File: src/rtl/matrix_pkg.sv
// Shared types and width-dependent constants for the matrix subtractor stream.
package matrix_pkg;

  typedef enum logic [1:0] {
    ST_IDLE  = 2'd0,
    ST_RUN   = 2'd1,
    ST_FLUSH = 2'd2
  } state_t;

  // Largest positive two's-complement value of a w-bit element, zero-extended to 64 bits.
  function automatic logic [63:0] sat_max(input int unsigned w);
    return (64'd1 << (w - 1)) - 64'd1;
  endfunction

  // Most negative two's-complement value of a w-bit element, as a 64-bit pattern.
  function automatic logic [63:0] sat_min(input int unsigned w);
    return 64'd1 << (w - 1);
  endfunction

endpackage

File: src/rtl/element_sub_sat.sv
// Combinational signed a-b with overflow detect; clamps when MATRIX_SUB_SATURATE_EN is defined,
// otherwise returns the wrap-around difference.
module element_sub_sat
  import matrix_pkg::*;
#(
  parameter int DATA_W = 16
) (
  input  logic [DATA_W-1:0] a,
  input  logic [DATA_W-1:0] b,
  output logic [DATA_W-1:0] result,
  output logic              ovf
);

  logic [DATA_W:0] wide;

  // One guard bit: overflow whenever the top two bits of the widened result disagree.
  assign wide = {a[DATA_W-1], a} - {b[DATA_W-1], b};
  assign ovf  = wide[DATA_W] ^ wide[DATA_W-1];

`ifdef MATRIX_SUB_SATURATE_EN
  localparam logic [63:0] MAX64 = sat_max(DATA_W);
  localparam logic [63:0] MIN64 = sat_min(DATA_W);
  localparam logic [DATA_W-1:0] MAX_V = MAX64[DATA_W-1:0];
  localparam logic [DATA_W-1:0] MIN_V = MIN64[DATA_W-1:0];

  // The guard bit carries the true sign of the result, which picks the clamp direction.
  assign result = ovf ? (wide[DATA_W] ? MIN_V : MAX_V) : wide[DATA_W-1:0];
`else
  assign result = wide[DATA_W-1:0];
`endif

endmodule

File: src/rtl/matrix_subtractor_stream.sv
// Streams ROWS*COLS element pairs through a one-stage registered subtractor with valid/ready
// on both sides. Optional clamping of overflowed results: MATRIX_SUB_SATURATE_EN.
module matrix_subtractor_stream
  import matrix_pkg::*;
#(
  parameter int DATA_W = 16,
  parameter int ROWS   = 3,
  parameter int COLS   = 3
) (
  input  logic              clk,
  input  logic              rst_n,
  input  logic              start,
  input  logic              in_valid,
  output logic              in_ready,
  input  logic [DATA_W-1:0] a_in,
  input  logic [DATA_W-1:0] b_in,
  output logic              out_valid,
  input  logic              out_ready,
  output logic [DATA_W-1:0] diff_out,
  output logic              ovf_out,
  output logic              out_last,
  output logic              busy,
  output logic              done,
  output logic              ovf_any
);

  localparam int N     = ROWS * COLS;
  localparam int CNT_W = (N > 1) ? $clog2(N) : 1;
  localparam logic [CNT_W-1:0] LAST_IDX = CNT_W'(N - 1);

  state_t            state_reg;
  logic [CNT_W-1:0]  cnt_reg;
  logic              out_valid_reg;
  logic [DATA_W-1:0] diff_reg;
  logic              ovf_reg;
  logic              last_reg;
  logic              done_reg;
  logic              ovf_any_reg;

  logic [DATA_W-1:0] sub_result;
  logic              sub_ovf;
  logic              accept;
  logic              out_fire;
  logic              last_accept;

  element_sub_sat #(.DATA_W(DATA_W)) u_sub (
    .a      (a_in),
    .b      (b_in),
    .result (sub_result),
    .ovf    (sub_ovf)
  );

  // The output slot may be refilled in the same cycle it drains.
  assign in_ready    = (state_reg == ST_RUN) && (!out_valid_reg || out_ready);
  assign accept      = in_valid && in_ready;
  assign out_fire    = out_valid_reg && out_ready;
  assign last_accept = accept && (cnt_reg == LAST_IDX);

  always_ff @(posedge clk or negedge rst_n) begin
    if (!rst_n) begin
      state_reg     <= ST_IDLE;
      cnt_reg       <= '0;
      out_valid_reg <= 1'b0;
      diff_reg      <= '0;
      ovf_reg       <= 1'b0;
      last_reg      <= 1'b0;
      done_reg      <= 1'b0;
      ovf_any_reg   <= 1'b0;
    end else begin
      done_reg <= 1'b0;
      case (state_reg)
        ST_IDLE: begin
          // A start coinciding with the completion pulse belongs to the finished operation.
          if (start && !done_reg) begin
            state_reg   <= ST_RUN;
            cnt_reg     <= '0;
            ovf_any_reg <= 1'b0;
          end
        end
        ST_RUN: begin
          if (last_accept) begin
            state_reg <= ST_FLUSH;
          end else if (accept) begin
            cnt_reg <= cnt_reg + 1'b1;
          end
        end
        ST_FLUSH: begin
          if (out_fire && last_reg) begin
            state_reg <= ST_IDLE;
            done_reg  <= 1'b1;
          end
        end
        default: state_reg <= ST_IDLE;
      endcase

      if (accept) begin
        out_valid_reg <= 1'b1;
        diff_reg      <= sub_result;
        ovf_reg       <= sub_ovf;
        last_reg      <= last_accept;
        ovf_any_reg   <= ovf_any_reg | sub_ovf;
      end else if (out_fire) begin
        out_valid_reg <= 1'b0;
      end
    end
  end

  assign out_valid = out_valid_reg;
  assign diff_out  = diff_reg;
  assign ovf_out   = ovf_reg;
  assign out_last  = last_reg;
  assign busy      = (state_reg != ST_IDLE);
  assign done      = done_reg;
  assign ovf_any   = ovf_any_reg;

endmodule

File: config.mk
export PLATFORM = sky130hd
export DESIGN_NAME = matrix_subtractor_stream
export DESIGN_NICKNAME = d
export VERILOG_FILES = /design/src/rtl/matrix_pkg.sv /design/src/rtl/element_sub_sat.sv /design/src/rtl/matrix_subtractor_stream.sv
export SDC_FILE = /design/constraint.sdc
export NUM_CORES = 1
export LEC_CHECK = 0
export BUFFER_PORTS_ARGS = -buffer_cell sky130_fd_sc_hd__buf_2
export CORE_UTILIZATION = 51
export CTS_BUF_LIST = sky130_fd_sc_hd__clkbuf_4 sky130_fd_sc_hd__clkbuf_8 sky130_fd_sc_hd__clkbuf_16
export CTS_CLUSTER_SIZE = 8
export DETAILED_ROUTE_END_ITERATION = 6
export PLACE_DENSITY = 0.81
export SLEW_MARGIN = 40
export SYNTH_ARGS = -nofsm -noshare
export SYNTH_HDL_FRONTEND = slang
export SYNTH_SLANG_ARGS = --single-unit
export TNS_END_PERCENT = 10
File: constraint.sdc
create_clock -name clk -period 1.95 [get_ports clk]
set_input_delay 0.195 -clock clk [delete_from_list [all_inputs] [get_ports clk]]
set_output_delay 0.195 -clock clk [all_outputs]
set_load 0.005 [all_outputs]
==> flow_summary.json <==
{
  "slew_headroom": 0.605,
  "wl_um": 4310,
  "synthTopCellsByCount": "dfrtp_1 (27), nand2_1 (26), inv_1 (21)",
  "synth_edf_count": 0,
  "numCtsBuffers": 3,
  "start_util": 0.528,
  "die_w_um": 63.6,
  "area_growth_pct": 26.4,
  "ant_nets": 0,
  "multi_input_area_um2": 1180,
  "first_pass_iters": 6,
  "internal-power_w": 0.00145,
  "p_leak_nw": 1.30,
  "ys_seq_area_frac": 0.350,
  "dp_slack_ps": -217,
  "switching_share": 0.381,
  "totalPowerFinal_w": 0.00235,
  "die_area_um2": 4040,
  "synth_fa_ha_area_frac": 0.127,
  "syn_area_um2": 1930,
  "clockBufferDepth": 2,
  "final_cell_area_um2": 2440,
  "seqPwrFrac": 0.413,
  "ys_seq_elements": 27,
  "path_buf_inv": 2,
  "muxShareOfSynthArea": 0.0110,
  "post-synth-top-area-fraction": 0.350,
  "pwr-share-comb": 0.448,
  "grt_usage": 0.226,
  "power_density_nw_per_um2": 961,
  "drv_slew": 0,
  "rows": 22,
  "cts.sinks": 27,
  "layout-drive-gt1-share": 0.300,
  "worst_path_largest_cell_delay_ps": 390,
  "grt_antenna_before_repair": 0,
  "crit_slowest_cell": "fa_1",
  "place.gp.congestion": 0.860,
  "hold_path_class": "in2reg",
  "worst_slack_ps": 103,
  "grt_pass1_vias": 1736,
  "yosysMostFrequentCell": "dfrtp_1",
  "syn-num-nets": 274,
  "drc": 0,
  "synth_compound_area_frac": 0.240,
  "synthSimpleGateAreaFrac": 0.162,
  "grt_setup_unrepaired": "no",
  "synth_xor_xnor_area_share": 0.0589,
  "setup_viol": 0,
  "coreArea_um2": 3660,
  "power_switching_w": 0.000894,
  "cp.required_ps": 2090,
  "cp.arrival_ps": 1990,
  "synth_top_family_by_area": "compound AO/OA/AOI/OAI gates",
  "power_frac_clock": 0.139,
  "yosysUniqueCellTypes": 46,
  "clkSlewWorstSetupHoldPaths_ps": 100,
  "yosysTopAreaCell": "dfrtp_1",
  "nFillCells": 323,
  "path_class": "in2reg",
  "skew_ps": 4.29,
  "nets": 347,
  "path_cells": "buf_2 -> inv_1 -> ha_1 -> fa_1 -> nand2b_4 -> a211oi_4 -> o211ai_2 -> a21oi_2 -> mux2i_1 -> o311ai_0",
  "clock_latency_ps": 270,
  "drt-wirelength-per-cell_um": 12.8,
  "antenna_cells": 0,
  "start_kind": "input pin",
  "max_freq_mhz": 542,
  "yosysWarnings": 0,
  "hpwl_um": 3390,
  "syn-mean-instance-area_um2": 8.87,
  "drv_cap": 0,
  "synth_flop_cell": "dfrtp_1",
  "numPortBuffers": 59,
  "place_area_um2": 2380,
  "chipHeight_um": 63.6,
  "largest_reg_flops": 16,
  "async_flop_share": 1.00,
  "seqCellArea_um2": 676,
  "report.final.hold_viol_count": 0,
  "clockRootBuffer": "clkbuf_8",
  "period_minus_slack_ps": 1850,
  "yosys-top-cells-area": "dfrtp_1 (35%), ha_1 (12%), nand2_1 (5.0%)",
  "period_share": 0.947,
  "drt-initial-drc-count": 55,
  "cp_top_family": "compound AO/OA/AOI/OAI gates",
  "cts_tree": "done",
  "io_pins": 60,
  "routed_via_density": 5.42,
  "grt_start_max_net_pins": 28,
  "crit_fanout": 4,
  "dr_total_vias": 1832,
  "cts_setup_buffers": 0,
  "grt_pass1_wl_um": 7300,
  "htree_levels": 1,
  "status": "completed",
  "max-vdd-ir-drop_uv": 456,
  "postSynthCellCount": 218,
  "worst_slew_pin_slew_ps": 593,
  "grt-ovfl-total": 0,
  "endpoint_kind": "flip-flop"
}
## layer usage
layer  vias to the layer above  part of all wire  track usage  wire, um
met5                         -                 0            0         0
met4                         0                 0       0.0511         0
met3                         0             0.035       0.0163       150
met2                        51              0.51        0.424      2180
met1                       869              0.46        0.276      1980
li1                        912                 -            -         -
## placed cells by master, fill, tap and decap left out, types with 2 or more instances in the layout
cell	count
buf_2	59
clkbuf_8	3
ha_1	18
o21bai_1	2
o21a_1	4
nand2_1	26
nand3_1	4
a21oi_2	2
xnor2_1	6
o211ai_1	2
xor2_1	7
o21ai_1	8
and4_1	2
a21o_1	8
inv_1	21
nand2b_1	6
nor2b_1	4
a221oi_1	3
dfrtp_1	27
and3_1	2
nor3_1	2
buf_4	13
o31ai_2	2
and2_1	3
o21ai_0	15
nor2_1	7
a21oi_1	10
## power by group through the flow
stage	clock (W)	sequential, W	combinational, W
2_1_floorplan	0	0.000969	0.000601
3_3_place_gp	0	0.000968	0.00100
3_5_place_dp	0	0.000985	0.00104
4_1_cts	0.000328	0.000972	0.00105
5_1_grt	0.000353	0.00101	0.00118
6_report	0.000327	0.000970	0.00105
## logic make-up after synthesis
kind of cell	after synthesis
adder cells (fa/ha/maj)	19
AND/OR/NAND/NOR	63
multiplexers	2
buffers and inverters	26
flip-flops	27
AO/OA/AOI/OAI	68
XOR/XNOR	13
## per-stage QoR
stage               hold slack, ps  cells  utilization  TNS [ps]
floorplan                     -101    218            -         0
global placement               238    333        0.649      -346
detailed placement             234    333        0.649      -684
CTS                            215    338        0.665         0
global route                   215    338        0.667         0
finish                         215    338        0.667         0
## worst paths after layout
kind	endpoint	from	depth (start not counted)	slack, ps
min in group asynchronous	diff_out[1]	rst_n	2	450
setup reg to reg	cnt_reg[0]	cnt_reg[0]	6	410
max in group asynchronous	diff_out[4]	rst_n	2	1110
hold / removal	done	out_ready	3	210
hold reg to reg	diff_out[2]	diff_out[2]	2	480
setup / recovery	diff_out[14]	a_in[0]	10	100
## layout make-up
type | instances | share of cell area
Clock buffer | 3 | 0.0169
Clock inverter | 1 | 0.00307
Inverter | 21 | 0.0323
Multi-Input combinational cell | 165 | 0.482
Sequential cell | 27 | 0.276
Tap cell | 48 | 0.0246
Timing Repair Buffer | 73 | 0.165
## what timing repair did
| action | 4_1_cts | 5_1_grt |
|---|---|---|
| endpoints found under the setup margin | 0 | 3 |
| hold buffers | 1 | 0 |
| endpoints found under the hold margin | 27 | 0 |
| resized for setup | 0 | 1 |
## worst register-to-register path, cell delays in order (launching register included)
cell	delay, ps
dfrtp_1	410
inv_1	60
ha_1	200
nand3b_1	110
nor2b_1	260
o21bai_1	130
mux2_2	270
No activity file was read; power rests on OpenSTA's default activity.
